[src/rtl/addsub_arbiter.sv]
// addsub_arbiter: round-robin front end sharing one saturating add/sub unit between two requesters.
// Optional ARB_STATS_EN adds saturating grant and conflict counters.
module addsub_arbiter #(
    parameter int WIDTH = 16
) (
    input  logic             clk,
    input  logic             rst,
    input  logic             req0_valid,
    input  logic [WIDTH-1:0] req0_a,
    input  logic [WIDTH-1:0] req0_b,
    input  logic             req0_sub,
    output logic             req0_ready,
    input  logic             req1_valid,
    input  logic [WIDTH-1:0] req1_a,
    input  logic [WIDTH-1:0] req1_b,
    input  logic             req1_sub,
    output logic             req1_ready,
    output logic             rsp0_valid,
    output logic             rsp1_valid,
    input  logic             rsp0_ready,
    input  logic             rsp1_ready,
    output logic [WIDTH-1:0] rsp_data,
    output logic [2:0]       rsp_flags,
    output logic [WIDTH-1:0] add_a,
    output logic [WIDTH-1:0] add_b,
    output logic             add_sub,
`ifdef ARB_STATS_EN
    output logic [7:0]       grant0_cnt,
    output logic [7:0]       grant1_cnt,
    output logic [7:0]       conflict_cnt,
`endif
    input  logic [WIDTH-1:0] add_sum,
    input  logic             add_n,
    input  logic             add_z,
    input  logic             add_v
);
    typedef enum logic [1:0] {IDLE, EXEC, RESP} state_t;
    state_t r_state, w_next;
    logic   r_owner;
    logic   r_last;
    logic   w_hs;
    logic   w_rsp_acc;
    assign w_hs      = req0_ready | req1_ready;
    assign w_rsp_acc = (r_state == RESP) && (r_owner ? rsp1_ready : rsp0_ready);
    always_ff @(posedge clk) begin
        if (rst) r_state <= IDLE;
        else     r_state <= w_next;
    end
    always_comb begin
        w_next = (r_state == IDLE && w_hs) ? EXEC :
                 (r_state == EXEC)         ? RESP :
                 w_rsp_acc                 ? IDLE : r_state;
    end
    // r_last names the requester granted most recently; it loses the next tie.
    always_comb begin
        req0_ready = (r_state == IDLE) && !rst && req0_valid && (!req1_valid || r_last);
        req1_ready = (r_state == IDLE) && !rst && req1_valid && (!req0_valid || !r_last);
        rsp0_valid = (r_state == RESP) && !r_owner;
        rsp1_valid = (r_state == RESP) && r_owner;
    end
    always_ff @(posedge clk) begin
        if (rst) begin
            add_a     <= '0;
            add_b     <= '0;
            add_sub   <= 1'b0;
            rsp_data  <= '0;
            rsp_flags <= 3'b000;
            r_owner   <= 1'b0;
            r_last    <= 1'b1;
        end else begin
            if (w_hs) begin
                add_a   <= req1_ready ? req1_a : req0_a;
                add_b   <= req1_ready ? req1_b : req0_b;
                add_sub <= req1_ready ? req1_sub : req0_sub;
                r_owner <= req1_ready;
                r_last  <= req1_ready;
            end
            if (r_state == EXEC) begin
                rsp_data  <= add_sum;
                rsp_flags <= {add_n, add_z, add_v};
            end
        end
    end
`ifdef ARB_STATS_EN
    always_ff @(posedge clk) begin
        if (rst) begin
            grant0_cnt   <= 8'd0;
            grant1_cnt   <= 8'd0;
            conflict_cnt <= 8'd0;
        end else begin
            if (req0_ready && grant0_cnt != 8'hFF) grant0_cnt <= grant0_cnt + 8'd1;
            if (req1_ready && grant1_cnt != 8'hFF) grant1_cnt <= grant1_cnt + 8'd1;
            if (r_state == IDLE && req0_valid && req1_valid && conflict_cnt != 8'hFF)
                conflict_cnt <= conflict_cnt + 8'd1;
        end
    end
`endif
endmodule

[config.mk]
export PLATFORM = sky130hd
export DESIGN_NAME = addsub_arbiter
export DESIGN_NICKNAME = d
export VERILOG_FILES = /design/src/rtl/addsub_arbiter.sv
export SDC_FILE = /design/constraint.sdc
export NUM_CORES = 1
export LEC_CHECK = 0
export BUFFER_PORTS_ARGS = -buffer_cell sky130_fd_sc_hd__buf_2
export CAP_MARGIN = 20
export CELL_PAD_IN_SITES_DETAIL_PLACEMENT = 1
export CELL_PAD_IN_SITES_GLOBAL_PLACEMENT = 1
export CORE_AREA = 2 2 100 102
export CTS_BUF_LIST = sky130_fd_sc_hd__clkbuf_8
export CTS_CLUSTER_SIZE = 10
export DETAILED_ROUTE_END_ITERATION = 16
export DIE_AREA = 0 0 102 104
export PLACE_DENSITY_LB_ADDON = 0.05
export RECOVER_POWER = 50
export SYNTH_ARGS = -nofsm -noshare
export SYNTH_HDL_FRONTEND = slang
export SYNTH_SLANG_ARGS = --single-unit
[constraint.sdc]
create_clock -name clk -period 1.35 [get_ports clk]
set_input_delay 0.135 -clock clk [delete_from_list [all_inputs] [get_ports clk]]
set_output_delay 0.135 -clock clk [all_outputs]
set_load 0.02 [all_outputs]
== Word level (Yosys, flattened, before mapping) ==
Cells that the tools add are included.
Widths: inputs -> output; s select.

* Bits in registers: 56
* Input bits: 91
* Output and inout bits: 56
* Word-level logic and storage cells: 39

* Equality and inequality tests: 2
* Muxes and demuxes: 7
* Bitwise operators: 1
* Reduce and logical (&&, ||, !) cells: 20

{| class="wikitable"
|+ Operators with widths
! cell !! count
|-
| $mux 16 || 2
|-
| $logic_and 1x1->1 || 9
|-
| $logic_not 1->1 || 5
|-
| $mux 2 || 2
|-
| $mux 1 || 3
|-
| $reduce_bool 3->1 || 1
|-
| $eq 2x1->1 const B || 1
|-
| $eq 2x2->1 const B || 1
|-
| $logic_not 2->1 || 1
|-
| $logic_or 1x1->1 || 2
|-
| $reduce_bool 2->1 || 1
|-
| $reduce_or 2->1 || 1
|-
| $or 1x1->1 || 1
|}

== Longest topological paths before layout ==
* Word-level depth: 7
* Mapped depth: 6
* Mapped depth without buffers: 3

== Worst setup path before layout ==
Ideal clock, no wire load.

* Path kind: register to register
* Start point: register r_state[0]
* End point: register r_owner
* Data arrival time: 1.409 ns
* Setup slack: -0.195 ns
* Stages on the path, launching flop included: 5
* Buffers on the path: 1
* Clock period less this slack: 1.545 ns
* Cells stage by stage: dfxtp_1 -> or3_1 -> buf_4 -> a211oi_2 -> o32ai_1

* Word-level cells in the longest chain between the ends: 5
* Elaborated cells between the ends (all ways): 7

{| class="wikitable"
|+ Ends and longest elaborated chain
! element !! line !! text
|-
| start: declaration || 38 || <nowiki>state_t r_state, w_next;</nowiki>
|-
| start signal: assignment || 47 || <nowiki>else r_state <= w_next;</nowiki>
|-
| $logic_not 2->1 || 56 || <nowiki>req0_ready = (r_state == IDLE) && !rst && req0_valid && (!req1_valid || r_last);</nowiki>
|-
| $logic_and 1x1->1 (3 in series) || 56 ||
|-
| net req0_ready || 12 || <nowiki>output logic req0_ready,</nowiki>
|-
| $or 1x1->1 || 43 || <nowiki>assign w_hs = req0_ready | req1_ready;</nowiki>
|-
| end signal: assignment || 75 || <nowiki>r_owner <= req1_ready;</nowiki>
|-
| end: declaration || 39 || <nowiki>logic r_owner;</nowiki>
|}

The timed path passes the listed nets, and every way through them passes these cells.
A chain may end at the register's enable or synchronous reset.

== Worst setup path after layout ==
* Start point: register r_state[1]
* End point: output port req0_ready

* Word-level cells in the longest chain between the ends: 4

{| class="wikitable"
|+ Ends and longest elaborated chain
! element !! line
|-
| $logic_not 2->1 || 56
|-
| $logic_and 1x1->1 (3 in series) || 56
|-
| end: declaration || 12
|}

Every way passes these cells.

==> metrics.cfg <==
[power]
power.density_mw_per_mm2=1060
peakVddDrop_mv=0.499
p_sw_w=0.00174
finalPower_w=0.00477
switching_share=0.365
p_int_w=0.00303
clock_power_share=0.208
p_comb_frac=0.392
leakagePower_nw=1.69
p_seq_frac=0.400

[sta]
fin_worst_skew_ns=0.00682
setup_violations=35
worst_pin_slew_ns=0.571
hold_viol_final=0
fin_hold_ws_ns=0.0378
drv_slew=0
fin_ws_ns=-0.249
finalCritPeriodShare=1.18
max_clock_freq_ghz=0.625
rsz0062_at_grt=yes
slew_headroom=0.619
period_needed_ns=1.60

[global_routing]
antenna_found_initial=0
overflow=0
grt_pass1_vias=3022
grt_max_degree=38
grt_pass1_wl_um=16200
track_usage=0.195

[synthesis]
synth_fa_ha_area_frac=0
synth_common_cells=dfxtp_1 (56), a21oi_1 (54), nand2_1 (39)
yosys_warnings=0
yosys-top-cells-area=dfxtp_1 (40%), a311oi_2 (16%), a21oi_1 (9.6%), o21ai_2 (8.4%), nand3_1 (5.9%)
synthXorXnorAreaFrac=0
muxShareOfSynthArea=0.00357
synth.top_cell.area_share=0.400
synth_top_cell_by_area=dfxtp_1
syn_nets=394
synth_seq_area_share=0.400
synth_compound_area_frac=0.379
postSynthAreaPerCell_um2=9.26
syn_area_mm2=0.00281
synth-edff-count=0
synth_ff_type=dfxtp_1
synth-simple-area-share=0.136
ys_ff_latch=56
postSynthCellCount=303
yosysMostFrequentCell=dfxtp_1
synth_cell_types=28
async_reset_ff_frac=0
synth_top_family_by_area=compound AO/OA/AOI/OAI gates

[setup_path]
crit_slowest_cell=or3_4
crit_chain=or3_4 > a211oi_4 > buf_6
reg2reg_depth=7
reg2reg_slack_ns=-0.15
worstSetupEndpointType=primary output
critPathKind=flop to primary output
max_stage_delay_ns=0.43
cp-start-kind=flop
worstPathArrival_ns=1.46
cp_max_fo=4
required_ns=1.22

[placement]
post-place-ws_ns=-0.234
dp.final_hpwl_um=6530
port_buffers=146
gp_congestion=0.712

[floorplan]
dieArea_mm2=0.0106
chipWidth_um=102
core-area_mm2=0.00955
io_pins=147
start_util=0.294
rows=36
die_h_um=104

[final_layout]
syn_to_final_growth_pct=61.1
drive_gt1_frac=0.561
fin_util=0.473
fillers=1123
diodes=0
nets=555

[route]
wl_per_cell_um=17.6
ant_nets=0
totalWireLength_um=10500
drtIter0Drc=55
first_pass_iters=4
viasPerCell=4.96
remaining_drc_errors=0
num_vias=2967

[clock_network]
clkTransAtPathRegs_ns=0.11
hold_buffers=0
cts_made_buffers=5
clkSinkCount=56
clk_latency_ns=0.32
clockBufferDepth=2
cts-root-buf=clkbuf_8
cts_tree=yes
h-tree-depth=2

[run_status]
violations=setup timing
outcome=finished, violations left

[worst_hold_path]
hp-class=input port to flop
holdPathStages=3

[job]
max-cap-violations=0

-- per-layer routing --
| metal | GRT usage | share of wire | wire, µm | vias to the layer above |
|---|---|---|---|---|
| met2 | 0.323 | 0.50 | 5210 | 87 |
| met5 | 0 | 0 | 0 | - |
| met3 | 0.0403 | 0.052 | 547 | 5 |
| met1 | 0.261 | 0.44 | 4680 | 1432 |
| li1 | - | - | - | 1443 |
| met4 | 0.0381 | 0.0078 | 82 | 0 |
-- flip-flops by register name, summed over array words and instances, names as in the netlist --
name       count
add_a         16
add_b         16
add_sub        1
r_last         1
r_owner        1
r_state        2
rsp_data      16
rsp_flags      3
-- stage by stage --
| stage | setup TNS (ns) | cells | area [µm²] |
|---|---|---|---|
| after CTS | -4.66 | 595 | 4290 |
| after global routing | -6.20 | 598 | 4520 |
| after detailed placement | -6.65 | 573 | 3790 |
| after global placement | -6.76 | 573 | 3790 |
| after floorplan | -0.835 | 303 | 2820 |
| final | -3.95 | 598 | 4520 |
-- worst max-delay path: cells and delay by family (launching register included) --
kind,cells,cell delay [ns]
and+or+nand+nor,1,0.43
DFF,1,0.35
AOI/OAI and AO/OA,1,0.22
buffers and inverters,1,0.15
-- kinds of logic (layout without fill, tap and decap cells) --
group                  Yosys count  count (layout)
AO/OA/AOI/OAI                  126             126
buffers and inverters           38             200
flip-flops                      56              56
multiplexers                     1               1
AND/OR/NAND/NOR                 82              82
-- timing repair --
item | CTS | global route
resized for setup | 43 | 41
gates cloned | 5 | 4
setup endpoints to repair | 38 | 40
pin swaps | 24 | 39
buffers inserted | 10 | 2
-- final cells by class --
class / count / area [µm²] / area share
clock buffers: 5 / 68.8 / 0.0152
clock inverters: 3 / 22.5 / 0.00498
inverters: 3 / 11.3 / 0.00249
multi-input cells: 209 / 1740 / 0.385
flip-flops and latches: 56 / 1120 / 0.249
well taps: 133 / 166 / 0.0368
repair buffers: 189 / 1390 / 0.307
-- final timing paths --
| path | start | end |
|---|---|---|
| worst max-delay path | r_state[1] | req0_ready |
| worst min-delay path | add_sum[3] | rsp_data[3] |
| worst max register to register | r_state[0] | add_a[10] |
| worst min register to register | rsp_data[4] | rsp_data[4] |
-- cells in the final DEF, fill, tap and decap left out, types with 3 or more instances in the layout --
| master | count |
|---|---|
| o21ai_4 | 5 |
| a21oi_1 | 42 |
| buf_8 | 7 |
| o21ai_2 | 27 |
| nand3_2 | 7 |
| clkbuf_1 | 35 |
| nand3_4 | 7 |
| buf_6 | 5 |
| a311oi_2 | 30 |
| buf_16 | 5 |
| a21oi_2 | 10 |
| dfxtp_1 | 54 |
| buf_12 | 10 |
| nand3_1 | 19 |
| clkbuf_16 | 4 |
| buf_4 | 16 |
| a311oi_1 | 3 |
| clkbuf_8 | 5 |
| inv_1 | 3 |
| nand2_1 | 39 |
| buf_2 | 107 |
-- power groups by stage --
stage / clock network, W / logic [W] / registers (W)
finish: 0.000993 / 0.00187 / 0.00191
global route: 0.00111 / 0.00201 / 0.00193
CTS: 0.00104 / 0.00176 / 0.00190
detailed placement: 0 / 0.00145 / 0.00193
global placement: 0 / 0.00143 / 0.00193
floorplan: 0 / 0.000726 / 0.00212
Power figures use the tool's default switching activity.
